## config.mk

```make
export PLATFORM = sky130hd
export DESIGN_NAME = hemaia_csr_regbank
export DESIGN_NICKNAME = d
export VERILOG_FILES = /design/src/rtl/hemaia_csr_regbank.sv
export SDC_FILE = /design/constraint.sdc
export NUM_CORES = 1
export LEC_CHECK = 0
export BUFFER_PORTS_ARGS = -buffer_cell sky130_fd_sc_hd__buf_4
export CORE_MARGIN = 5
export CORE_UTILIZATION = 56
export DETAILED_ROUTE_END_ITERATION = 16
export PLACE_DENSITY = 0.9
export SYNTH_ARGS = -nofsm -noshare
export SYNTH_HDL_FRONTEND = slang
export SYNTH_SLANG_ARGS = --single-unit
export TNS_END_PERCENT = 100
```

## constraint.sdc

```tcl
create_clock -name clk_i -period 4.35 [get_ports clk_i]
set_input_delay 0.435 -clock clk_i [delete_from_list [all_inputs] [get_ports clk_i]]
set_output_delay 0.435 -clock clk_i [all_outputs]
set_load 0.05 [all_outputs]
```

## src/rtl/hemaia_csr_regbank.sv

```systemverilog
// CSR slave register bank: scratch/ctrl/status registers plus host<->hw mailbox FIFOs.
// Writes complete in the request cycle; reads answer one cycle later and hold until csr_rsp_ready_i.

// Small synchronous FIFO with occupancy count; the caller qualifies push (not full) and pop (not empty).
module hemaia_csr_fifo #(
    parameter int unsigned WIDTH = 32,
    parameter int unsigned DEPTH = 4,
    localparam int unsigned AW = $clog2(DEPTH),
    localparam int unsigned CW = AW + 1
) (
    input  logic             clk,
    input  logic             rst,
    input  logic             push,
    input  logic [WIDTH-1:0] push_data,
    input  logic             pop,
    output logic [WIDTH-1:0] head,
    output logic [CW-1:0]    count
);
    logic [WIDTH-1:0] mem [DEPTH];
    logic [AW-1:0]    wr_ptr;
    logic [AW-1:0]    rd_ptr;

    always_ff @(posedge clk or posedge rst) begin
        if (rst) begin
            wr_ptr <= '0;
            rd_ptr <= '0;
            count  <= '0;
        end else begin
            if (push) wr_ptr <= wr_ptr + AW'(1);
            if (pop)  rd_ptr <= rd_ptr + AW'(1);
            count <= count + CW'(push) - CW'(pop);
        end
    end

    always_ff @(posedge clk) begin
        if (push) mem[wr_ptr] <= push_data;
    end

    assign head = mem[rd_ptr];
endmodule

module hemaia_csr_regbank #(
    parameter int unsigned ADDR_WIDTH = 32,
    parameter int unsigned MBOX_DEPTH = 4,
    parameter logic [31:0] CTRL_RESET = 32'h0,
    parameter type csr_req_t = struct packed {
        logic [ADDR_WIDTH-1:0] addr;
        logic [31:0]           data;
        logic                  write;
    },
    parameter type csr_rsp_t = struct packed {
        logic [31:0] data;
    }
) (
    input  logic        clk_i,
    input  logic        rst_i,
    input  csr_req_t    csr_req_i,
    input  logic        csr_req_valid_i,
    output logic        csr_req_ready_o,
    output csr_rsp_t    csr_rsp_o,
    output logic        csr_rsp_valid_o,
    input  logic        csr_rsp_ready_i,
    output logic [31:0] ctrl_o,
    input  logic [31:0] status_i,
    output logic [31:0] mbox_out_data_o,
    output logic        mbox_out_valid_o,
    input  logic        mbox_out_ready_i,
    input  logic [31:0] mbox_in_data_i,
    input  logic        mbox_in_valid_i,
    output logic        mbox_in_ready_o,
    output logic        irq_o
);
    localparam int unsigned CW = $clog2(MBOX_DEPTH) + 1;

    localparam logic [2:0] REG_SCRATCH   = 3'd0;
    localparam logic [2:0] REG_CTRL      = 3'd1;
    localparam logic [2:0] REG_STATUS    = 3'd2;
    localparam logic [2:0] REG_MBOX      = 3'd3;
    localparam logic [2:0] REG_MBOX_STAT = 3'd4;

    typedef enum logic {IDLE, RESP} state_t;

    state_t         state_q;
    state_t         state_d;
    logic [31:0]    scratch_q;
    logic [31:0]    ctrl_q;
    logic [31:0]    rsp_q;
    logic [31:0]    rd_data;
    logic [31:0]    mbox_stat;
    logic           overflow_q;
    logic           underflow_q;
    logic           irq_q;
    logic [2:0]     reg_idx;
    logic           wr_en;
    logic           rd_en;
    logic           addr_unused;

    logic [31:0]    out_head;
    logic [CW-1:0]  out_count;
    logic           out_full;
    logic           out_empty;
    logic           out_push;
    logic           out_pop;

    logic [31:0]    in_head;
    logic [CW-1:0]  in_count;
    logic [CW-1:0]  in_count_next;
    logic           in_full;
    logic           in_empty;
    logic           in_push;
    logic           in_pop;

    logic           overflow_set;
    logic           underflow_set;
    logic           stat_wr;

    // Only addr[4:2] selects a register; the remaining address bits are don't-care.
    assign reg_idx     = csr_req_i.addr[4:2];
    assign addr_unused = ^csr_req_i.addr;

    always_comb begin
        state_d         = state_q;
        csr_req_ready_o = 1'b0;
        wr_en           = 1'b0;
        rd_en           = 1'b0;
        case (state_q)
            IDLE: begin
                wr_en           = csr_req_valid_i & csr_req_i.write;
                csr_req_ready_o = wr_en;
                if (csr_req_valid_i & ~csr_req_i.write) begin
                    rd_en   = 1'b1;
                    state_d = RESP;
                end
            end
            RESP: begin
                csr_req_ready_o = csr_rsp_ready_i;
                if (csr_req_valid_i & csr_rsp_ready_i) state_d = IDLE;
            end
            default: state_d = IDLE;
        endcase
    end

    always_ff @(posedge clk_i or posedge rst_i) begin
        if (rst_i) state_q <= IDLE;
        else       state_q <= state_d;
    end

    assign out_full  = (out_count == CW'(MBOX_DEPTH));
    assign out_empty = (out_count == '0);
    assign in_full   = (in_count == CW'(MBOX_DEPTH));
    assign in_empty  = (in_count == '0);

    // Fullness comes from the registered count, so a same-cycle consumer pop never rescues a push.
    assign out_push      = wr_en & (reg_idx == REG_MBOX) & ~out_full;
    assign overflow_set  = wr_en & (reg_idx == REG_MBOX) & out_full;
    assign out_pop       = mbox_out_ready_i & ~out_empty;
    assign stat_wr       = wr_en & (reg_idx == REG_MBOX_STAT);

    assign in_push       = mbox_in_valid_i & ~in_full;
    assign in_pop        = rd_en & (reg_idx == REG_MBOX) & ~in_empty;
    assign underflow_set = rd_en & (reg_idx == REG_MBOX) & in_empty;
    assign in_count_next = in_count + CW'(in_push) - CW'(in_pop);

    hemaia_csr_fifo #(
        .WIDTH (32),
        .DEPTH (MBOX_DEPTH)
    ) u_mbox_out (
        .clk       (clk_i),
        .rst       (rst_i),
        .push      (out_push),
        .push_data (csr_req_i.data),
        .pop       (out_pop),
        .head      (out_head),
        .count     (out_count)
    );

    hemaia_csr_fifo #(
        .WIDTH (32),
        .DEPTH (MBOX_DEPTH)
    ) u_mbox_in (
        .clk       (clk_i),
        .rst       (rst_i),
        .push      (in_push),
        .push_data (mbox_in_data_i),
        .pop       (in_pop),
        .head      (in_head),
        .count     (in_count)
    );

    assign mbox_stat = {14'd0, underflow_q, overflow_q, 8'(in_count), 8'(out_count)};

    always_comb begin
        rd_data = '0;
        case (reg_idx)
            REG_SCRATCH:   rd_data = scratch_q;
            REG_CTRL:      rd_data = ctrl_q;
            REG_STATUS:    rd_data = status_i;
            REG_MBOX:      rd_data = in_empty ? 32'h0 : in_head;
            REG_MBOX_STAT: rd_data = mbox_stat;
            default:       rd_data = '0;
        endcase
    end

    always_ff @(posedge clk_i or posedge rst_i) begin
        if (rst_i) begin
            scratch_q   <= '0;
            ctrl_q      <= CTRL_RESET;
            rsp_q       <= '0;
            overflow_q  <= 1'b0;
            underflow_q <= 1'b0;
            irq_q       <= 1'b0;
        end else begin
            if (wr_en && reg_idx == REG_SCRATCH) scratch_q <= csr_req_i.data;
            if (wr_en && reg_idx == REG_CTRL)    ctrl_q    <= csr_req_i.data;
            if (rd_en)                           rsp_q     <= rd_data;
            // Setting a sticky flag wins over a simultaneous write-1-to-clear.
            overflow_q  <= overflow_set  | (overflow_q  & ~(stat_wr & csr_req_i.data[16]));
            underflow_q <= underflow_set | (underflow_q & ~(stat_wr & csr_req_i.data[17]));
            irq_q       <= (in_count_next != '0);
        end
    end

    assign csr_rsp_valid_o  = (state_q == RESP);
    assign csr_rsp_o.data   = rsp_q;
    assign ctrl_o           = ctrl_q;
    assign mbox_out_data_o  = out_head;
    assign mbox_out_valid_o = ~out_empty;
    assign mbox_in_ready_o  = ~in_full;
    assign irq_o            = irq_q;
endmodule

```

==> flow_summary.ini, run 1 <==
[synth]
synth_nets = 983
synth-compound-area-share_pct = 4.222
synth_edf_count = 256
synth_ff_type = edfxtp_1
synth_top_area_share_pct = 51.68
ys_seq_area_share_pct = 70.86
synth_fa_ha_area_share_pct = 1.278
synth_cell_type_count = 43
synthXorXnorAreaFrac_pct = 0.5888
async_reset_ff_share_pct = 30.81
yosysTopAreaCell = edfxtp_1
syn-instance-count = 834
ys_ff_latch = 370
synth_area_per_cell_um2 = 17.84
synth_top_family_by_area = multiplexers
synth.top_cells.by_area = edfxtp_1 52%, dfrtp_1 19%, mux4_2 9.7%
netlist_area_um2 = 14880
yosys_warnings = 0
synthMuxAreaShare_pct = 16.84
synthSimpleGateAreaFrac_pct = 4.357

[sta]
layout_worst_path_cycle_share_pct = 71.20
tns_ps = 0
hold_violations = 0
fin_skew_ps = 16.34
rsz0062_at_grt = no
worstMarginPinSlew_ps = 1065
drv_slew = 0
relSlewSlack_pct = 28.67
fin_crit_ps = 3097
max_freq_ghz = 0.3229
setup_viol = 0

[pwr]
netSwitchingPower_mw = 3.845
p_int_mw = 7.516
clkPwrFrac_pct = 27.1
power.total_mw = 11.36
p_per_area_nw_per_um2 = 633.3
switching_share_pct = 33.84
power_frac_comb_pct = 30.9
seq_power_share_pct = 42.0
ir_drop_mv = 0.4566
p_leak_nw = 6.998

[clock_tree]
htree_num_levels = 2
clock_sinks = 370
cts_hold_buf = 0
cts_resized = 0
clockRootBuffer = clkbuf_16
clkSlewWorstSetupHoldPaths_ps = 60
post_cts_buffers = 0
numCtsBuffers = 37
tritoncts = yes
insertion_delay_ps = 520
clk_path_buf_depth = 3

[cells_and_area]
drive_gt1_share_pct = 39.50
syn2layout_area_growth_pct = 20.60
nNetsFinal = 1201
antenna_cells = 0

[place]
dpl.hpwl_um = 21800
port_buffers = 206
gp_congestion = 0.8699

[drt]
vias = 8220
drc = 0
dr.pass1.iters = 5
drtAntennaViolNets = 0
vias_per_cell = 5.805
dr.first_iter.drc_count = 667
wirelength_um = 32920
post_drt_wl_per_cell_um = 23.25

[setup_path]
path_max_fanout = 38
required_ps = 4740
worstSetupStartpointType = register
cp.arrival_ps = 3480
cp-end-kind = register
critPathKind = register to register

[floorplanning]
core_area_um2 = 26130
die_h_um = 173.0
die_area_um2 = 29920
start_util_pct = 56.92
dieWidth_um = 173.0
num_rows = 59
ios = 236

[flow_run]
drv_cap = 0

[global_routing]
grt_pass1_wl_um = 51450
grt.total_usage_pct = 21.99
gr-total-overflow = 0
grt_start_max_net_pins = 74
first_global_vias = 8815
antenna_found_initial = 1

[run_status]
outcome = finished, final reports clean

[min_path]
hold_class = primary input to register
-- worst paths after layout --
| check | from | endpoint | slack, ps | depth (start not counted) |
|---|---|---|---|---|
| max | csr_rsp_valid_o | irq_o | 1250 | 11 |
| min | mbox_in_data_i[30] | u_mbox_in.mem[1][30] | 120 | 1 |
| max reg2reg | csr_rsp_valid_o | irq_o | 1250 | 11 |
| min reg2reg | csr_rsp_o[20] | csr_rsp_o[20] | 490 | 2 |
| max in group asynchronous | rst_i | u_mbox_in.wr_ptr[1] | 3090 | 3 |
| min in group asynchronous | rst_i | csr_rsp_o[26] | 130 | 2 |
-- layout make-up --
class	instances	area, µm²
Fill cell	1698	8193
Sequential cell	370	10540
Multi-Input combinational cell	405	4061
Tap cell	335	419.2
Inverter	15	58.81
Clock buffer	50	1037
Clock inverter	18	146.4
Timing Repair Buffer	223	1674
-- worst max-delay path, stage by stage (launching register included) --
cell	delay, ps
dfrtp_1	410
or3b_1	360
buf_4	280
nor3_4	160
buf_4	340
ha_1	180
inv_1	40
ha_1	190
fa_1	400
xor2_1	160
xnor2_1	140
or3_1	310
-- layer usage --
layer  GRT usage, %  routed length [µm]  vias to the layer above
li1               -                   -                     3643
met1          30.19               13300                     4190
met2          35.68               16300                      309
met3          5.087                2306                       76
met4          6.718                 993                        2
met5              0                  20                        -
-- synthesized netlist by cell type (all sizes together), types with 3 or more instances --
cell and count:
o211ai 24, mux2i 32, dfrtp 114, nand2 81, a32oi 7, edfxtp 256, a21boi 8, buf 27
and3 5, mux4 64, a21oi 25, xor2 3, clkbuf 17, nor3 3, xnor2 7, nand3b 11
and2 6, nor2 28, o21ai 8, mux2 66, ha 12, inv 15
-- state kept, by name, indices dropped and copies added, names as in the netlist --
name               count
csr_rsp_o             32
csr_rsp_valid_o        1
ctrl_o                32
irq_o                  1
overflow_q             1
scratch_q             32
u_mbox_in.count        3
u_mbox_in.mem        128
u_mbox_in.rd_ptr       2
u_mbox_in.wr_ptr       2
u_mbox_out.count       3
u_mbox_out.mem       128
u_mbox_out.rd_ptr      2
u_mbox_out.wr_ptr      2
underflow_q            1
-- kinds of logic (layout without fill, tap and decap cells) --
kind of cell,count (synthesis),after routing
fa+ha+maj,14,14
compound gates,77,77
mux,162,162
xor+xnor,10,10
flops,370,370
simple gates,142,142
buf+inv,59,306
-- cells in the final DEF, fill, tap and decap left out, drive strengths merged, types with 8 or more instances in the layout --
cell	n
edfxtp	256
buf	223
dfrtp	114
nand2	81
mux2	66
mux4	64
clkbuf	50
mux2i	32
nor2	28
a21oi	25
o211ai	24
inv	16
ha	12
clkinv	12
nand3b	11
o21ai	8
a21boi	8
-- metrics by stage --
step,util [%],cells,worst slack [ps],area (µm²),hold WS [ps]
floorplan,-,834,899.3,14880,463.5
global placement,64.12,1348,1132,16760,472.7
detailed placement,64.12,1348,1024,16760,476.6
CTS,68.65,1416,1233,17940,99.29
global route,68.65,1416,1072,17940,97.85
finish,68.65,1416,1253,17940,119.5
-- power by group through the flow --
stage / Combinational [mW] / Clock [mW] / Sequential [mW]
floorplan: 2.13 / 0 / 5.15
global placement: 3.46 / 0 / 4.80
detailed placement: 3.54 / 0 / 4.84
CTS: 3.55 / 3.14 / 4.77
global route: 3.73 / 3.30 / 4.84
finish: 3.51 / 3.08 / 4.77
Power figures use the tool's default switching activity.
==> run 2, diff against run 1 <==
--- a/config.mk
+++ b/config.mk
@@ -5,11 +5,12 @@
 export SDC_FILE = /design/constraint.sdc
 export NUM_CORES = 1
 export LEC_CHECK = 0
+export ABC_AREA = 1
 export BUFFER_PORTS_ARGS = -buffer_cell sky130_fd_sc_hd__buf_4
 export CORE_MARGIN = 5
-export CORE_UTILIZATION = 56
+export CORE_UTILIZATION = 57
 export DETAILED_ROUTE_END_ITERATION = 16
-export PLACE_DENSITY = 0.9
+export PLACE_DENSITY = 0.91
 export SYNTH_ARGS = -nofsm -noshare
 export SYNTH_HDL_FRONTEND = slang
 export SYNTH_SLANG_ARGS = --single-unit
==> constraint.sdc (replaced) <==
create_clock -name clk_i -period 3 [get_ports clk_i]
set_input_delay 0.3 -clock clk_i [delete_from_list [all_inputs] [get_ports clk_i]]
set_output_delay 0.3 -clock clk_i [all_outputs]
set_load 0.05 [all_outputs]
==> run 2 against run 1 <==
Flip-flop and latch count did not move. Combinational power is 94% higher. Sequential share of layout area decreased by 5.7 points. First-iteration DRC count grew 110%. Global-route usage rose by 4.0 points. Worst hold slack lost 93 ps. Cell count increased by 60%. Final area grew 11%. Clock power increased by 50%. Register-to-register slack got worse by 590 ps. Setup slack worse by 920 ps. Clock skew down 5.6 ps.
==> flow_summary.ini, run 2 <==
[drt]
dr.pass1.iters = 6
wirelength_um = 41840
dr.first_iter.drc_count = 1407
drtAntennaViolNets = 0
post_drt_wl_per_cell_um = 18.48
vias = 12361
vias_per_cell = 5.460
drc = 0

[pwr]
p_per_area_nw_per_um2 = 920.1
ir_drop_mv = 0.5700
p_leak_nw = 9.093

[synth]
synth_nets = 1750
ys_seq_area_share_pct = 65.42
synth.top_cells.by_area = edfxtp_1 48%, dfrtp_1 18%, nand2_1 10%
synth_edf_count = 256
synth_ff_type = edfxtp_1
synth_cell_type_count = 27
synthMuxAreaShare_pct = 0
synthXorXnorAreaFrac_pct = 0.3806
synth_top_area_share_pct = 47.72
synth_top_family_by_area = simple AND/OR/NAND/NOR gates
synth_most_common_cell = nand2_1
synth_area_per_cell_um2 = 10.06
yosys-top-cells-count = 442 x nand2_1, 256 x edfxtp_1, 218 x inv_1, 137 x nor2_1, 114 x dfrtp_1
syn-instance-count = 1601
async_reset_ff_share_pct = 30.81
synth_fa_ha_area_share_pct = 1.180
ys_ff_latch = 370
netlist_area_um2 = 16110
yosys_warnings = 0
synth-compound-area-share_pct = 6.236
synthSimpleGateAreaFrac_pct = 18.94
yosysTopAreaCell = edfxtp_1

[floorplanning]
dieWidth_um = 178.1
die_area_um2 = 31730
core_area_um2 = 27860
die_h_um = 178.1
ios = 236
start_util_pct = 57.83
num_rows = 61

[sta]
setup_viol = 0
relSlewSlack_pct = 30.20
drv_slew = 0
fin_crit_ps = 2669
tns_ps = 0
final.setup.worst_slack_ps = 330.9
max_freq_ghz = 0.3747
rsz0062_at_grt = no
layout_worst_path_cycle_share_pct = 88.97
hold_violations = 0
worstMarginPinSlew_ps = 1046
fin_skew_ps = 10.71

[place]
port_buffers = 206
dp_slack_ps = 640.8
dpl.hpwl_um = 26720
gp_congestion = 0.9017

[global_routing]
gr-total-overflow = 0
grt_pass1_wl_um = 64450
grt.total_usage_pct = 25.94
antenna_found_initial = 3
grt_start_max_net_pins = 67
first_global_vias = 12259

[cells_and_area]
nNetsFinal = 2004
syn2layout_area_growth_pct = 23.38
final_common_cell = nand2_1
fillCellCount = 1818
drive_gt1_share_pct = 18.47
layout_top_registers = u_mbox_in.mem: 128 flops, u_mbox_out.mem: 128 flops
final_util_pct = 71.35
final_cell_mix = 442 x nand2_1, 256 x edfxtp_1, 233 x buf_4

[setup_path]
crit_family = flip-flops
critPathLaunch = u_mbox_out.rd_ptr[0]
required_ps = 2700
r2r-start = csr_rsp_valid_o
cp-end-kind = output pin
critPathMaxStageDelay_ps = 740
worstSetupStartpointType = register
critical_path.most_common_cell = buf_4
slowest_stage = dfrtp_2
path_cells = inv_1 -> buf_4 -> o21ai_0 -> o22ai_1 -> buf_4
path_max_fanout = 38
path_depth = 5
critical_path_buf_inv_count = 3
ff2ff_path_depth = 8
critPathKind = register to output pin
cp.arrival_ps = 2370

[flow_run]
drv_cap = 0

[clock_tree]
insertion_delay_ps = 520
clock_sinks = 370
htree_num_levels = 2
cts_hold_buf = 64
clkSlewWorstSetupHoldPaths_ps = 60
clockRootBuffer = clkbuf_16
numCtsBuffers = 37
clk_path_buf_depth = 3
post_cts_buffers = 0
tritoncts = yes
cts_resized = 0

[min_path]
worstHoldPathCells = 1
hold_class = primary input to register
min_from = csr_req_i[9]

[run_status]
outcome = finished, final reports clean
[run 2: where the power goes]
part / switching [mW] / internal, mW
logic: 4.85 / 1.97
registers: 0.510 / 6.33
clock network: 1.90 / 2.72
total: 7.27 / 11.0
[run 2: final timing paths]
check	to	slack, ps
worst min-delay path	u_mbox_out.mem[1][8]	30
min in group asynchronous	u_mbox_in.count[1]	480
worst min register to register	csr_rsp_o[13]	480
max in group asynchronous	u_mbox_out.rd_ptr[0]	1680
worst max register to register	u_mbox_out.count[2]	660
worst max-delay path	mbox_out_data_o[27]	330
[run 2: layout make-up]
type                            instances  area (µm²)  share of cell area, %
Clock inverter                         21       188.9                 0.9505
Timing Repair Buffer                  300        2450                  12.33
Clock buffer                           47        1037                  5.218
Tap cell                              378       473.0                  2.379
Multi-Input combinational cell        923        4339                  21.83
Inverter                              223       840.8                  4.230
Sequential cell                       370       10540                  53.04
Antenna cell                            2       5.005                0.02518
[run 2: kinds of logic (layout without fill, tap and decap cells)]
group           after synthesis  after routing
other cells                   0              2
flops                       370            370
buf+inv                     308            591
compound gates              168            168
simple gates                734            734
xor+xnor                      7              7
fa+ha+maj                    14             14
[run 2: metrics by stage]
step                hold slack, ps  total power, mW  cell area, µm²  cells
floorplan                    398.9            11.43           16110   1601
global placement             434.4            13.29           18000   2130
detailed placement           443.5            13.56           18000   2130
CTS                          4.038            18.29           19870   2262
global route                 13.13            19.14           19870   2263
finish                       26.53            18.29           19880   2264
[run 2: layer usage]
metal	part of all wire (%)	track usage [%]	vias to the layer above	routed length, µm
met2	49	43.88	581	20470
met5	0.031	0	-	13
met1	39	33.31	5949	16120
li1	-	-	5727	-
met4	3.2	8.443	2	1339
met3	9.3	6.168	102	3903
